### config.mk
export PLATFORM = sky130hd
export DESIGN_NAME = uart_rx_flat
export DESIGN_NICKNAME = d
export VERILOG_FILES = /design/src/rtl/uart_rx_if.sv /design/src/rtl/uart_rx.sv /design/src/flat_wrapper.sv
export SDC_FILE = /design/constraint.sdc
export NUM_CORES = 1
export LEC_CHECK = 0
export ABC_CLOCK_PERIOD_IN_PS = 3830
export CORE_UTILIZATION = 35
export DETAILED_ROUTE_END_ITERATION = 7
export SLEW_MARGIN = 20
export SYNTH_ARGS = -nofsm -noshare
export SYNTH_HDL_FRONTEND = slang
export SYNTH_SLANG_ARGS = --single-unit
### constraint.sdc
create_clock -name clk -period 3.83 [get_ports clk]
set_input_delay 0.383 -clock clk [delete_from_list [all_inputs] [get_ports clk]]
set_output_delay 0.383 -clock clk [all_outputs]
set_load 0.03 [all_outputs]
### src/rtl/uart_rx_if.sv
// Receiver-side output bundle of the UART: recovered frame plus status pulses.
interface uart_rx_if #(
  parameter int SIZE = 8
);
  logic [SIZE-1:0] data_out;
  logic            rx_done;
  logic            rx_busy;
  logic            frame_err;
  logic            parity_err;

  modport master (
    output data_out,
    output rx_done,
    output rx_busy,
    output frame_err,
    output parity_err
  );

  modport slave (
    input data_out,
    input rx_done,
    input rx_busy,
    input frame_err,
    input parity_err
  );
endinterface

### src/rtl/uart_rx.sv
// UART serial receiver, mid-bit sampling with a fixed clock count per bit, LSB first.
// Define UART_RX_PARITY_EN to add a parity bit between the data and the stop bit.
module uart_rx #(
  parameter int SIZE         = 8,
  parameter int CLKS_PER_BIT = 16,
  parameter bit PARITY_ODD   = 1'b0
) (
  input  logic      clk,
  input  logic      rst,
  input  logic      rx,
  uart_rx_if.master bus
);

  localparam int CNTW = $clog2(CLKS_PER_BIT);
  localparam int IDXW = (SIZE > 1) ? $clog2(SIZE) : 1;
  localparam logic [CNTW-1:0] HALF_LAST = CNTW'(CLKS_PER_BIT / 2 - 1);
  localparam logic [CNTW-1:0] BIT_LAST  = CNTW'(CLKS_PER_BIT - 1);
  localparam logic [IDXW-1:0] IDX_LAST  = IDXW'(SIZE - 1);

  typedef enum logic [2:0] {IDLE, START, DATA, PARITY, STOP} state_t;

  state_t          state, state_n;
  logic [1:0]      sync_q;
  logic            rx_s;
  logic [CNTW-1:0] cnt, cnt_n;
  logic [IDXW-1:0] idx, idx_n;
  logic [SIZE-1:0] shreg, shreg_n;
  logic [SIZE-1:0] data_q, data_n;
  logic            done_q, done_n;
  logic            ferr_q, ferr_n;
`ifdef UART_RX_PARITY_EN
  logic            mism_q, mism_n;
  logic            perr_q, perr_n;
`endif

  assign rx_s = sync_q[1];

  always_ff @(posedge clk or negedge rst) begin
    if (!rst) begin
      sync_q <= 2'b11;
      state  <= IDLE;
      cnt    <= '0;
      idx    <= '0;
      shreg  <= '0;
      data_q <= '0;
      done_q <= 1'b0;
      ferr_q <= 1'b0;
`ifdef UART_RX_PARITY_EN
      mism_q <= 1'b0;
      perr_q <= 1'b0;
`endif
    end else begin
      sync_q <= {sync_q[0], rx};
      state  <= state_n;
      cnt    <= cnt_n;
      idx    <= idx_n;
      shreg  <= shreg_n;
      data_q <= data_n;
      done_q <= done_n;
      ferr_q <= ferr_n;
`ifdef UART_RX_PARITY_EN
      mism_q <= mism_n;
      perr_q <= perr_n;
`endif
    end
  end

  always_comb begin
    state_n = state;
    cnt_n   = cnt;
    idx_n   = idx;
    shreg_n = shreg;
    data_n  = data_q;
    done_n  = 1'b0;
    ferr_n  = 1'b0;
`ifdef UART_RX_PARITY_EN
    mism_n  = mism_q;
    perr_n  = 1'b0;
`endif
    case (state)
      IDLE: begin
        if (!rx_s) begin
          state_n = START;
          cnt_n   = '0;
        end
      end
      // Start bit must still be low at its midpoint, otherwise it was a glitch.
      START: begin
        cnt_n = cnt + 1'b1;
        if (cnt == HALF_LAST) begin
          cnt_n = '0;
          if (!rx_s) begin
            state_n = DATA;
            idx_n   = '0;
          end else begin
            state_n = IDLE;
          end
        end
      end
      DATA: begin
        cnt_n = cnt + 1'b1;
        if (cnt == BIT_LAST) begin
          shreg_n[idx] = rx_s;
          cnt_n        = '0;
          idx_n        = idx + 1'b1;
          if (idx == IDX_LAST) begin
`ifdef UART_RX_PARITY_EN
            state_n = PARITY;
`else
            state_n = STOP;
`endif
          end
        end
      end
`ifdef UART_RX_PARITY_EN
      PARITY: begin
        cnt_n = cnt + 1'b1;
        if (cnt == BIT_LAST) begin
          mism_n  = rx_s ^ (^shreg) ^ PARITY_ODD;
          cnt_n   = '0;
          state_n = STOP;
        end
      end
`endif
      // Returning to IDLE at mid-stop leaves half a bit to catch the next start edge.
      STOP: begin
        cnt_n = cnt + 1'b1;
        if (cnt == BIT_LAST) begin
          cnt_n   = '0;
          state_n = IDLE;
          if (rx_s) begin
            data_n = shreg;
            done_n = 1'b1;
`ifdef UART_RX_PARITY_EN
            perr_n = mism_q;
`endif
          end else begin
            ferr_n = 1'b1;
          end
        end
      end
      default: state_n = IDLE;
    endcase
  end

  assign bus.data_out  = data_q;
  assign bus.rx_done   = done_q;
  assign bus.rx_busy   = (state != IDLE);
  assign bus.frame_err = ferr_q;
`ifdef UART_RX_PARITY_EN
  assign bus.parity_err = perr_q;
`else
  // Parity sense has no effect when there is no parity bit.
  assign bus.parity_err = PARITY_ODD & 1'b0;
`endif

endmodule

### src/flat_wrapper.sv
// flat-port wrapper written by rule: the top's interface ports become plain ports
module uart_rx_flat 
#(
  parameter int SIZE         = 8,
  parameter int CLKS_PER_BIT = 16,
  parameter bit PARITY_ODD   = 1'b0
)
  (clk, rst, rx, bus_data_out, bus_rx_done, bus_rx_busy, bus_frame_err, bus_parity_err);
  uart_rx_if #(.SIZE(SIZE)) bus_i ();
  input  logic clk;
  input  logic rst;
  input  logic rx;
  output wire logic [$bits(bus_i.data_out)-1:0] bus_data_out;
  output wire logic [$bits(bus_i.rx_done)-1:0] bus_rx_done;
  output wire logic [$bits(bus_i.rx_busy)-1:0] bus_rx_busy;
  output wire logic [$bits(bus_i.frame_err)-1:0] bus_frame_err;
  output wire logic [$bits(bus_i.parity_err)-1:0] bus_parity_err;
  assign bus_data_out = bus_i.data_out;
  assign bus_rx_done = bus_i.rx_done;
  assign bus_rx_busy = bus_i.rx_busy;
  assign bus_frame_err = bus_i.frame_err;
  assign bus_parity_err = bus_i.parity_err;
  uart_rx #(.SIZE(SIZE), .CLKS_PER_BIT(CLKS_PER_BIT), .PARITY_ODD(PARITY_ODD)) u_core (.clk(clk), .rst(rst), .rx(rx), .bus(bus_i));
endmodule
; Yosys cells after proc, flatten, opt, wreduce, memory -nomap -nowiden
; Cells that the tools add are included.
[classes]
add_sub_neg = 2
magnitude_cmp = 2
eq_ne = 12
n_mux = 24
n_reduce_logical = 11
[op_table]
columns = cell, n
row1 = $mux 3, 8
row2 = $mux 4, 3
row3 = $pmux 3 s4, 1
row4 = $pmux 4 s3, 1
row5 = $bwmux 8, 1
row6 = $ne 2x1->1 const B, 4
row7 = $mux 1, 7
row8 = $eq 3x3->1 const B, 2
row9 = $pmux 3 s2, 1
row10 = $reduce_bool 3->1, 2
row11 = $reduce_and 5->1, 1
row12 = $add 4x1->4 const B, 1
row13 = $eq 4x3->1 const B, 1
row14 = $eq 4x4->1 const B, 1
row15 = $lt 3x4->1 const B, 1
row16 = $ne 2x2->1 const B, 2
row17 = $reduce_and 2->1, 2
row18 = $reduce_and 4->1, 1
row19 = $add 3x1->3 const B, 1
row20 = $demux 1 s3, 1
row21 = $eq 3x1->1 const B, 1
row22 = $eq 3x2->1 const B, 1
row23 = $ge 3x1->1 const B, 1
row24 = $logic_not 3->1, 1
row25 = other kinds (5), 5
[word_totals]
regBits = 30
input_bits = 3
output_inout_bits = 12
word_cells = 59

; Logic depth before layout (Yosys ltp)
; Gate-level depths: netlist of the first run.
[logic_depth]
word_depth = 5
ltp_mapped = 6
mapped_depth_nobuf = 5

; Worst setup path after synthesis of the first run
; OpenSTA, ideal clock, no wires.
[synth_timing]
kind = reg2reg
startpoint = register u_core.cnt[0]
endpoint = register u_core.shreg[7]
setup_ns = 0.125
arrival_ns = 1.471
required_time_ns = 3.705
path_slack_ns = 2.234
path_stages_with_launch = 7
n_path_buf = 1
period_less_slack_ns = 1.596
path_cell_list = dfrtp_1 -> ha_1 -> and2_1 -> buf_2 -> and3_1 -> nand4_1 -> mux2_2
[synth_via]
elab_chain_cells = 2
[synth_lines]
columns = item, line
row1 = start: declaration, uart_rx.sv:25  ; logic [CNTW-1:0] cnt, cnt_n;
row2 = start signal: assignment, uart_rx.sv:55  ; cnt <= cnt_n;
row3 = $eq 4x4->1, uart_rx.sv:102  ; if (cnt == BIT_LAST) begin
row4 = $reduce_and 2->1 (no line), n/a
row5 = end signal: assignment, uart_rx.sv:57  ; shreg <= shreg_n;
row6 = end: declaration, uart_rx.sv:27  ; logic [SIZE-1:0] shreg, shreg_n;
; Every way passes these cells.
; A chain may end at the register's enable or synchronous reset.

; Worst setup path in the final report of the first run
[layout_timing]
startpoint = register u_core.state[0]
endpoint = output bus_rx_busy
[layout_via]
elab_chain_cells = 1
[layout_lines]
columns = item, line
row1 = start: declaration, uart_rx.sv:22  ; state_t state, state_n;
row2 = start signal: assignment, uart_rx.sv:54  ; state <= state_n;
row3 = $reduce_bool 3->1, uart_rx.sv:148  ; assign bus.rx_busy = (state != IDLE);
row4 = end: declaration, flat_wrapper.sv:15  ; output wire logic [$bits(bus_i.rx_busy)-1:0] bus_rx_busy;
; Every way passes these cells.

==> results of run 1 <==
## critical path: cells and delay by family, from the launching register on
family / cells / cell delay, ns
buf+inv: 1 / 0.61
flops: 1 / 0.56
simple gates: 1 / 0.55
## how the worst max path moves through the flow
stage	from	endpoint	slack, ns
after floorplan	u_core.cnt[0]$_DFFE_PN0P_	u_core.shreg[7]$_DFFE_PN0P_	2.23
after global placement	u_core.state[0]$_DFFE_PN0P_	bus_rx_busy	1.77
after detailed placement	u_core.state[0]$_DFFE_PN0P_	bus_rx_busy	1.76
after CTS	u_core.state[0]$_DFFE_PN0P_	bus_rx_busy	1.45
after global routing	u_core.state[0]$_DFFE_PN0P_	bus_rx_busy	1.36
final	u_core.state[0]$_DFFE_PN0P_	bus_rx_busy	1.45
## cells by family after synthesis
kind of cell / after synthesis / share of synthesized area
simple gates: 42 / 0.179
buf+inv: 12 / 0.0417
mux: 17 / 0.133
flops: 30 / 0.523
fa+ha+maj: 4 / 0.0330
compound gates: 14 / 0.0704
other cells: 1 / 0.00260
xor+xnor: 2 / 0.0174
## final cells by class
type	count	area (µm²)	area share
clock buffers	6	82.6	0.0483
clock inverters	1	30.0	0.0176
inverters	5	18.8	0.0110
multi-input cells	80	627	0.367
flip-flops and latches	30	753	0.441
well taps	48	60.1	0.0351
repair buffers	14	138	0.0805
## power by group through the flow
stage          sequential, W  combinational [W]  clock [W]
2_1_floorplan       0.000375           0.000147          0
3_3_place_gp        0.000392           0.000159          0
3_5_place_dp        0.000395           0.000162          0
4_1_cts             0.000389           0.000164   0.000328
5_1_grt             0.000395           0.000183   0.000346
6_report            0.000390           0.000163   0.000323
## placed cells by master, fill, tap and decap left out, types with 2 or more instances in the layout
cell / Yosys / layout
sky130_fd_sc_hd__dfrtp_1: 28 / 28
sky130_fd_sc_hd__mux2_2: 17 / 17
sky130_fd_sc_hd__clkdlybuf4s50_1: 0 / 13
sky130_fd_sc_hd__nand3_1: 7 / 7
sky130_fd_sc_hd__nor2_1: 6 / 6
sky130_fd_sc_hd__clkbuf_8: 0 / 6
sky130_fd_sc_hd__inv_1: 5 / 5
sky130_fd_sc_hd__nand2_1: 5 / 5
sky130_fd_sc_hd__nor4_1: 3 / 3
sky130_fd_sc_hd__a31oi_1: 3 / 3
sky130_fd_sc_hd__a22o_1: 3 / 3
sky130_fd_sc_hd__ha_1: 3 / 3
sky130_fd_sc_hd__nand2b_1: 2 / 2
sky130_fd_sc_hd__and2_1: 2 / 2
sky130_fd_sc_hd__and2b_1: 2 / 2
sky130_fd_sc_hd__a22oi_1: 2 / 2
sky130_fd_sc_hd__o21ai_0: 2 / 2
sky130_fd_sc_hd__nand4_1: 2 / 2
sky130_fd_sc_hd__nor3_1: 2 / 2
sky130_fd_sc_hd__dfstp_2: 2 / 2
## metal layers
| layer | vias to the layer above | share of wire | global-route usage |
|---|---|---|---|
| li1 | 454 | - | - |
| met1 | 450 | 0.48 | 0.160 |
| met2 | 17 | 0.45 | 0.213 |
| met5 | - | 0 | 0 |
| met4 | 0 | 0.022 | 0.0718 |
| met3 | 6 | 0.041 | 0.0603 |
## state kept, by name, summed over array words and instances (netlist names)
| signal | cells |
|---|---|
| u_core.state | 3 |
| u_core.bus.rx_done | 1 |
| u_core.bus.frame_err | 1 |
| u_core.idx | 3 |
| u_core.bus.data_out | 8 |
| u_core.cnt | 4 |
| u_core.sync_q | 2 |
| u_core.shreg | 8 |
## through the flow
| stage | power (W) | util | worst slack (ns) |
|---|---|---|---|
| 6_report | 0.000875 | 0.450 | 1.45 |
| 5_1_grt | 0.000924 | 0.450 | 1.36 |
| 4_1_cts | 0.000881 | 0.450 | 1.45 |
| 3_5_place_dp | 0.000557 | 0.420 | 1.76 |
| 3_3_place_gp | 0.000551 | 0.420 | 1.77 |
| 2_1_floorplan | 0.000522 | - | 2.23 |
==> impl_table.tex, run 1 <==
\begin{tabular}{lr}
\hline
Metric & Value \\
\hline
\multicolumn{2}{l}{\textbf{Setup path}} \\
Type of the worst setup path & flop to output pin \\
Worst EP required & 3.45 ns \\
Crit-path max FO & 13 \\
Type of element capturing the critical path & output pin \\
Arrival time reported for the critical path endpoint & $\sim$2 ns \\
Crit-path max cell delay & between 0.6 and 0.7 ns \\
Reg2Reg Setup Slack & between 2 and 2.5 ns \\
Number of cells traversed by the worst register-to-register path & 4 \\
Worst r2r src & u\_core.state[0]\$\_DFFE\_PN0P\_ \\
Cells along the critical path & or3\_2 > clkdlybuf4s50\_1 \\
Reg-to-reg endpoint & u\_core.shreg[1]\$\_DFFE\_PN0P\_ \\
Crit path max-delay cell type & sky130\_fd\_sc\_hd\_\_clkdlybuf4s50\_1 \\
Startpoint class of the critical path & flop \\
\multicolumn{2}{l}{\textbf{Logic synthesis}} \\
Top FF cell, synth & sky130\_fd\_sc\_hd\_\_dfrtp\_1 \\
Post-Syn Instances & 122 \\
Top cells by instance count after synthesis & 28 x sky130\_fd\_sc\_hd\_\_dfrtp\_1, 17 x sky130\_fd\_sc\_hd\_\_mux2\_2, 7 x sky130\_fd\_sc\_hd\_\_nand3\_1 \\
Number of warnings printed during yosys synthesis & 0 \\
Top cells by area in the synthesized netlist & sky130\_fd\_sc\_hd\_\_dfrtp\_1 49\%, sky130\_fd\_sc\_hd\_\_mux2\_2 13\%, sky130\_fd\_sc\_hd\_\_dfstp\_2 3.6\% \\
Post-Syn Area & about 1400 µm² \\
Most frequent cell after synthesis & sky130\_fd\_sc\_hd\_\_dfrtp\_1 \\
Top-area cell type share of the netlist area & 0.487 \\
Proportion of register bits with asynchronous set or reset after synthesis & 1.00 \\
Dominant cell type by area after synthesis & sky130\_fd\_sc\_hd\_\_dfrtp\_1 \\
Number of distinct standard cells referenced by the synthesized netlist & 41 \\
Sequential share of the synthesized area & 0.523 \\
Number of nets in the synthesized netlist & approximately 130 \\
Synthesis-stage register bit count & 30 \\
Post-Synthesis Mean Instance Area & $\sim$12 µm² \\
Number of synthesized flops with an enable pin & 0 \\
\multicolumn{2}{l}{\textbf{Layout}} \\
Count of nets after finishing & around 140 \\
Proportion of layout cells with a drive suffix above 1 & 0.265 \\
Cell area after layout & between 1500 and 2000 µm² \\
Signed area change from the synthesized netlist to the final layout & 18.7\% \\
Filler cells & $\sim$340 \\
ANT cells & 0 \\
Number of standard cells in the final layout excluding fillers & approximately 180 \\
\multicolumn{2}{l}{\textbf{STA}} \\
Final worst clock skew & 0.00381 ns \\
Post-layout minimum cycle time & roughly 2.4 ns \\
Final Hold Vio Count & 0 \\
Count of final setup violators & 0 \\
Setup TNS & 0 ns \\
Count of pins over their slew limit & 0 \\
Final period util & 0.622 \\
RSZ-0062 raised after global routing & no \\
Max Clk Rate & about 0.42 GHz \\
Worst Hold Slack & about 0.36 ns \\
\multicolumn{2}{l}{\textbf{CTS}} \\
CTS resizes & 0 \\
TritonCTS clock tree & built \\
Buffers inserted by post-CTS timing repair & 0 \\
Cell at the root of the clock tree & sky130\_fd\_sc\_hd\_\_clkbuf\_8 \\
Hold-fix buffers, CTS & 0 \\
Worst-path clk slew & $\sim$0.060 ns \\
Source-to-sink clock delay at the later pin of the worst-skew pair & 0.28 ns \\
Worst-case clock buffer depth & 2 \\
Num CTS Buffers & 5 \\
Clock sink total & 30 \\
CTS H-tree depth & 2 \\
\multicolumn{2}{l}{\textbf{Routing}} \\
DRT Wirelength & approximately 2.5 mm \\
Count of nets left with antenna violations after detail routing & 0 \\
Total number of vias & 927 \\
Drt first-iter violations & 22 \\
Vias per cell & between 5 and 6 \\
Detailed-routing iteration count for the pre-antenna-repair pass & 4 \\
Drc violations & 0 \\
Routed len/inst & 13.4 µm \\
\multicolumn{2}{l}{\textbf{Floorplanning}} \\
Standard cell core area & roughly 3800 µm² \\
Full die area & 4380 µm² \\
Top-level port count & 15 \\
Overall die width & 66.1 µm \\
Number of core rows & 22 \\
Initial core utilization & 0.379 \\
Die height & about 66 µm \\
\multicolumn{2}{l}{\textbf{Global routing}} \\
Wire length of the first global-routing pass & 4.27 mm \\
Global Route Usage Sum & 0.138 \\
Number of antenna violations at the first check in global routing & 0 \\
Remaining Overflow, GRT & 0 \\
Vias in the first global route & about 940 \\
Maximum number of pins on one net before global-route repair & 31 \\
\multicolumn{2}{l}{\textbf{Power}} \\
Switch share & 0.281 \\
Share of total power in the clock network & 0.369 \\
Standby leakage power & approximately 0.8 nW \\
Power per cell area & around 510 nW/µm² \\
Switching power & roughly 0.00025 W \\
Logic pwr share & 0.186 \\
Share of power burned in registers & 0.446 \\
Cell Int Power & between 0.0006 and 0.0007 W \\
Max IR drop VDD & $\sim$0.24 mV \\
\multicolumn{2}{l}{\textbf{Placed design}} \\
Gpl congestion & just under 0.8 \\
Placed wire-length estimate & approximately 1.6 mm \\
Dpl cells & between 150 and 200 \\
Instance area at placement & between 1500 and 2000 µm² \\
Port Buf Inserts & 13 \\
\multicolumn{2}{l}{\textbf{Worst hold path}} \\
Class of the tightest hold or removal check & flop to flop \\
Sink of the worst hold path & u\_core.sync\_q[1]\$\_DFF\_PN1\_ \\
Hold path startpoint & u\_core.sync\_q[0]\$\_DFF\_PN1\_ \\
Cell depth of the worst min-delay path & 0 \\
\multicolumn{2}{l}{\textbf{Job}} \\
Total of max-cap violations & 0 \\
\multicolumn{2}{l}{\textbf{Status}} \\
Result of the run & finished, final reports clean \\
\hline
\end{tabular}
(Power assumes the default switching activity.)
==> run 2: changes to the inputs <==
--- a/config.mk
+++ b/config.mk
@@ -5,7 +5,7 @@
 export SDC_FILE = /design/constraint.sdc
 export NUM_CORES = 1
 export LEC_CHECK = 0
-export ABC_CLOCK_PERIOD_IN_PS = 3830
+export ABC_CLOCK_PERIOD_IN_PS = 2400
 export CORE_UTILIZATION = 35
 export DETAILED_ROUTE_END_ITERATION = 7
 export SLEW_MARGIN = 20
==> constraint.sdc (replaced) <==
create_clock -name clk -period 2.4 [get_ports clk]
set_input_delay 0.24 -clock clk [delete_from_list [all_inputs] [get_ports clk]]
set_output_delay 0.24 -clock clk [all_outputs]
set_load 0.03 [all_outputs]
==> run 2 against run 1 <==
Effect of this change: flip-flop and latch count unchanged; count of clock-buffer cells in the layout up 1; via count up 0.65%; global-route usage down 0.97 points; sequential share of layout area up 0.36 points; design area down 0.81%; final cell count up 1.1%; critical path depth unchanged; register-to-register slack worse by 1.4 ns; power up 48%; clock power up 27%; critical path type unchanged.
==> impl_table.tex, run 2 (synthesis gave the netlist of run 1 again) <==
\begin{tabular}{lr}
\hline
Metric & Value \\
\hline
\multicolumn{2}{l}{\textbf{STA}} \\
Final Hold Vio Count & 0 \\
Setup TNS & 0 ns \\
Count of final setup violators & 0 \\
Final worst clock skew & $\sim$0.0041 ns \\
Max Clk Rate & $\sim$0.47 GHz \\
Count of pins over their slew limit & 0 \\
Post-layout minimum cycle time & approximately 2.1 ns \\
Final period util & 0.880 \\
RSZ-0062 raised after global routing & no \\
\multicolumn{2}{l}{\textbf{Setup path}} \\
Type of element capturing the critical path & output pin \\
Arrival time reported for the critical path endpoint & 1.87 ns \\
Crit-path max FO & 8 \\
Worst EP required & about 2.2 ns \\
Type of the worst setup path & flop to output pin \\
Startpoint class of the critical path & flop \\
\multicolumn{2}{l}{\textbf{Placed design}} \\
Gpl congestion & 0.762 \\
Port Buf Inserts & 13 \\
Dpl cells & 178 \\
Placed wire-length estimate & between 1.5 and 2 mm \\
\multicolumn{2}{l}{\textbf{Global routing}} \\
Maximum number of pins on one net before global-route repair & 31 \\
Vias in the first global route & 953 \\
Global Route Usage Sum & 0.128 \\
Number of antenna violations at the first check in global routing & 0 \\
Wire length of the first global-routing pass & roughly 4.2 mm \\
Remaining Overflow, GRT & 0 \\
\multicolumn{2}{l}{\textbf{CTS}} \\
Cell at the root of the clock tree & sky130\_fd\_sc\_hd\_\_clkbuf\_8 \\
Clock sink total & 30 \\
Worst-case clock buffer depth & 2 \\
CTS H-tree depth & 2 \\
TritonCTS clock tree & built \\
Num CTS Buffers & 5 \\
Hold-fix buffers, CTS & 0 \\
Worst-path clk slew & $\sim$0.060 ns \\
Buffers inserted by post-CTS timing repair & 0 \\
CTS resizes & 0 \\
Source-to-sink clock delay at the later pin of the worst-skew pair & 0.28 ns \\
\multicolumn{2}{l}{\textbf{Layout}} \\
Filler cells & 354 \\
Count of nets after finishing & 143 \\
Register Area & between 700 and 800 µm² \\
Total area of multi-input combinational cells & 627 µm² \\
Proportion of layout cells with a drive suffix above 1 & 0.268 \\
Signed area change from the synthesized netlist to the final layout & 17.7\% \\
Commonest cells after routing, fill and taps aside & 28 x sky130\_fd\_sc\_hd\_\_dfrtp\_1, 17 x sky130\_fd\_sc\_hd\_\_mux2\_2, 13 x sky130\_fd\_sc\_hd\_\_clkdlybuf4s50\_1 \\
ANT cells & 0 \\
Most frequent standard cell in the layout excluding fill and tap cells & sky130\_fd\_sc\_hd\_\_dfrtp\_1 \\
Number of standard cells in the final layout excluding fillers & 186 \\
\multicolumn{2}{l}{\textbf{Floorplanning}} \\
Full die area & 4380 µm² \\
Number of core rows & 22 \\
Top-level port count & 15 \\
Die height & roughly 66 µm \\
Overall die width & about 66 µm \\
Standard cell core area & 3800 µm² \\
Initial core utilization & 0.379 \\
\multicolumn{2}{l}{\textbf{Routing}} \\
Total number of vias & just over 900 \\
Drc violations & 0 \\
Count of nets left with antenna violations after detail routing & 0 \\
DRT Wirelength & approximately 2.3 mm \\
Detailed-routing iteration count for the pre-antenna-repair pass & 4 \\
Vias per cell & 5.02 \\
Drt first-iter violations & 31 \\
Routed len/inst & about 13 µm \\
\multicolumn{2}{l}{\textbf{Power}} \\
Standby leakage power & $\sim$0.78 nW \\
Max IR drop VDD & 0.354 mV \\
Power per cell area & between 700 and 800 nW/µm² \\
\multicolumn{2}{l}{\textbf{Worst hold path}} \\
Class of the tightest hold or removal check & input port to asynchronous set/reset pin \\
\multicolumn{2}{l}{\textbf{Job}} \\
Total of max-cap violations & 0 \\
\multicolumn{2}{l}{\textbf{Status}} \\
Result of the run & finished, final reports clean \\
\hline
\end{tabular}
==> run 2: path summary, 6_finish.rpt <==
kind,from,slack [ns],endpoint,cells after the start
max in group asynchronous,rst,1.74,u_core.sync_q[0]$_DFF_PN1_,2
max reg2reg,u_core.state[0]$_DFFE_PN0P_,0.64,u_core.shreg[1]$_DFFE_PN0P_,5
max,u_core.state[0]$_DFFE_PN0P_,0.29,bus_rx_busy,2
min reg2reg,u_core.sync_q[0]$_DFF_PN1_,0.36,u_core.sync_q[1]$_DFF_PN1_,0
min in group clk,u_core.sync_q[0]$_DFF_PN1_,0.36,u_core.sync_q[1]$_DFF_PN1_,0
min,rst,0.35,u_core.cnt[1]$_DFFE_PN0P_,2
==> run 2: where the power goes <==
group          leakage, nW  switching, W  internal [W]
combinational        0.333      0.000143      0.000128
sequential           0.401     0.0000619      0.000551
clock               0.0482      0.000178      0.000231
total                0.783      0.000383      0.000910
==> run 2: routing by layer <==
layer	GRT usage	vias to the layer above	routed length, µm
met5	0	-	0
met4	0.0718	0	55
met3	0.0310	5	63
met2	0.200	13	1100
met1	0.160	456	1130
li1	-	459	-
==> run 2: critical path: stages, from the launching register on <==
cell and delay (ns):
sky130_fd_sc_hd__dfrtp_1 0.47, sky130_fd_sc_hd__or3_2 0.52, sky130_fd_sc_hd__clkdlybuf4s50_1 0.61
==> run 2: layout make-up <==
cell class,count,area share
inverters,5,0.0111
repair buffers,15,0.0856
multi-input cells,80,0.370
flip-flops and latches,30,0.444
clock inverters,1,0.00295
well taps,48,0.0354
clock buffers,7,0.0509
==> run 2: through the flow <==
stage | setup WS, ns | total power [W] | hold WS [ns] | util | area [µm²]
3_5_place_dp | 0.584 | 0.000895 | 0.351 | 0.422 | 1600
5_1_grt | 0.247 | 0.00137 | 0.361 | 0.446 | 1700
2_1_floorplan | 0.804 | 0.000833 | -0.0556 | - | 1440
6_report | 0.288 | 0.00129 | 0.349 | 0.446 | 1700
4_1_cts | 0.281 | 0.00131 | 0.359 | 0.446 | 1700
3_3_place_gp | 0.599 | 0.000885 | 0.347 | 0.422 | 1600
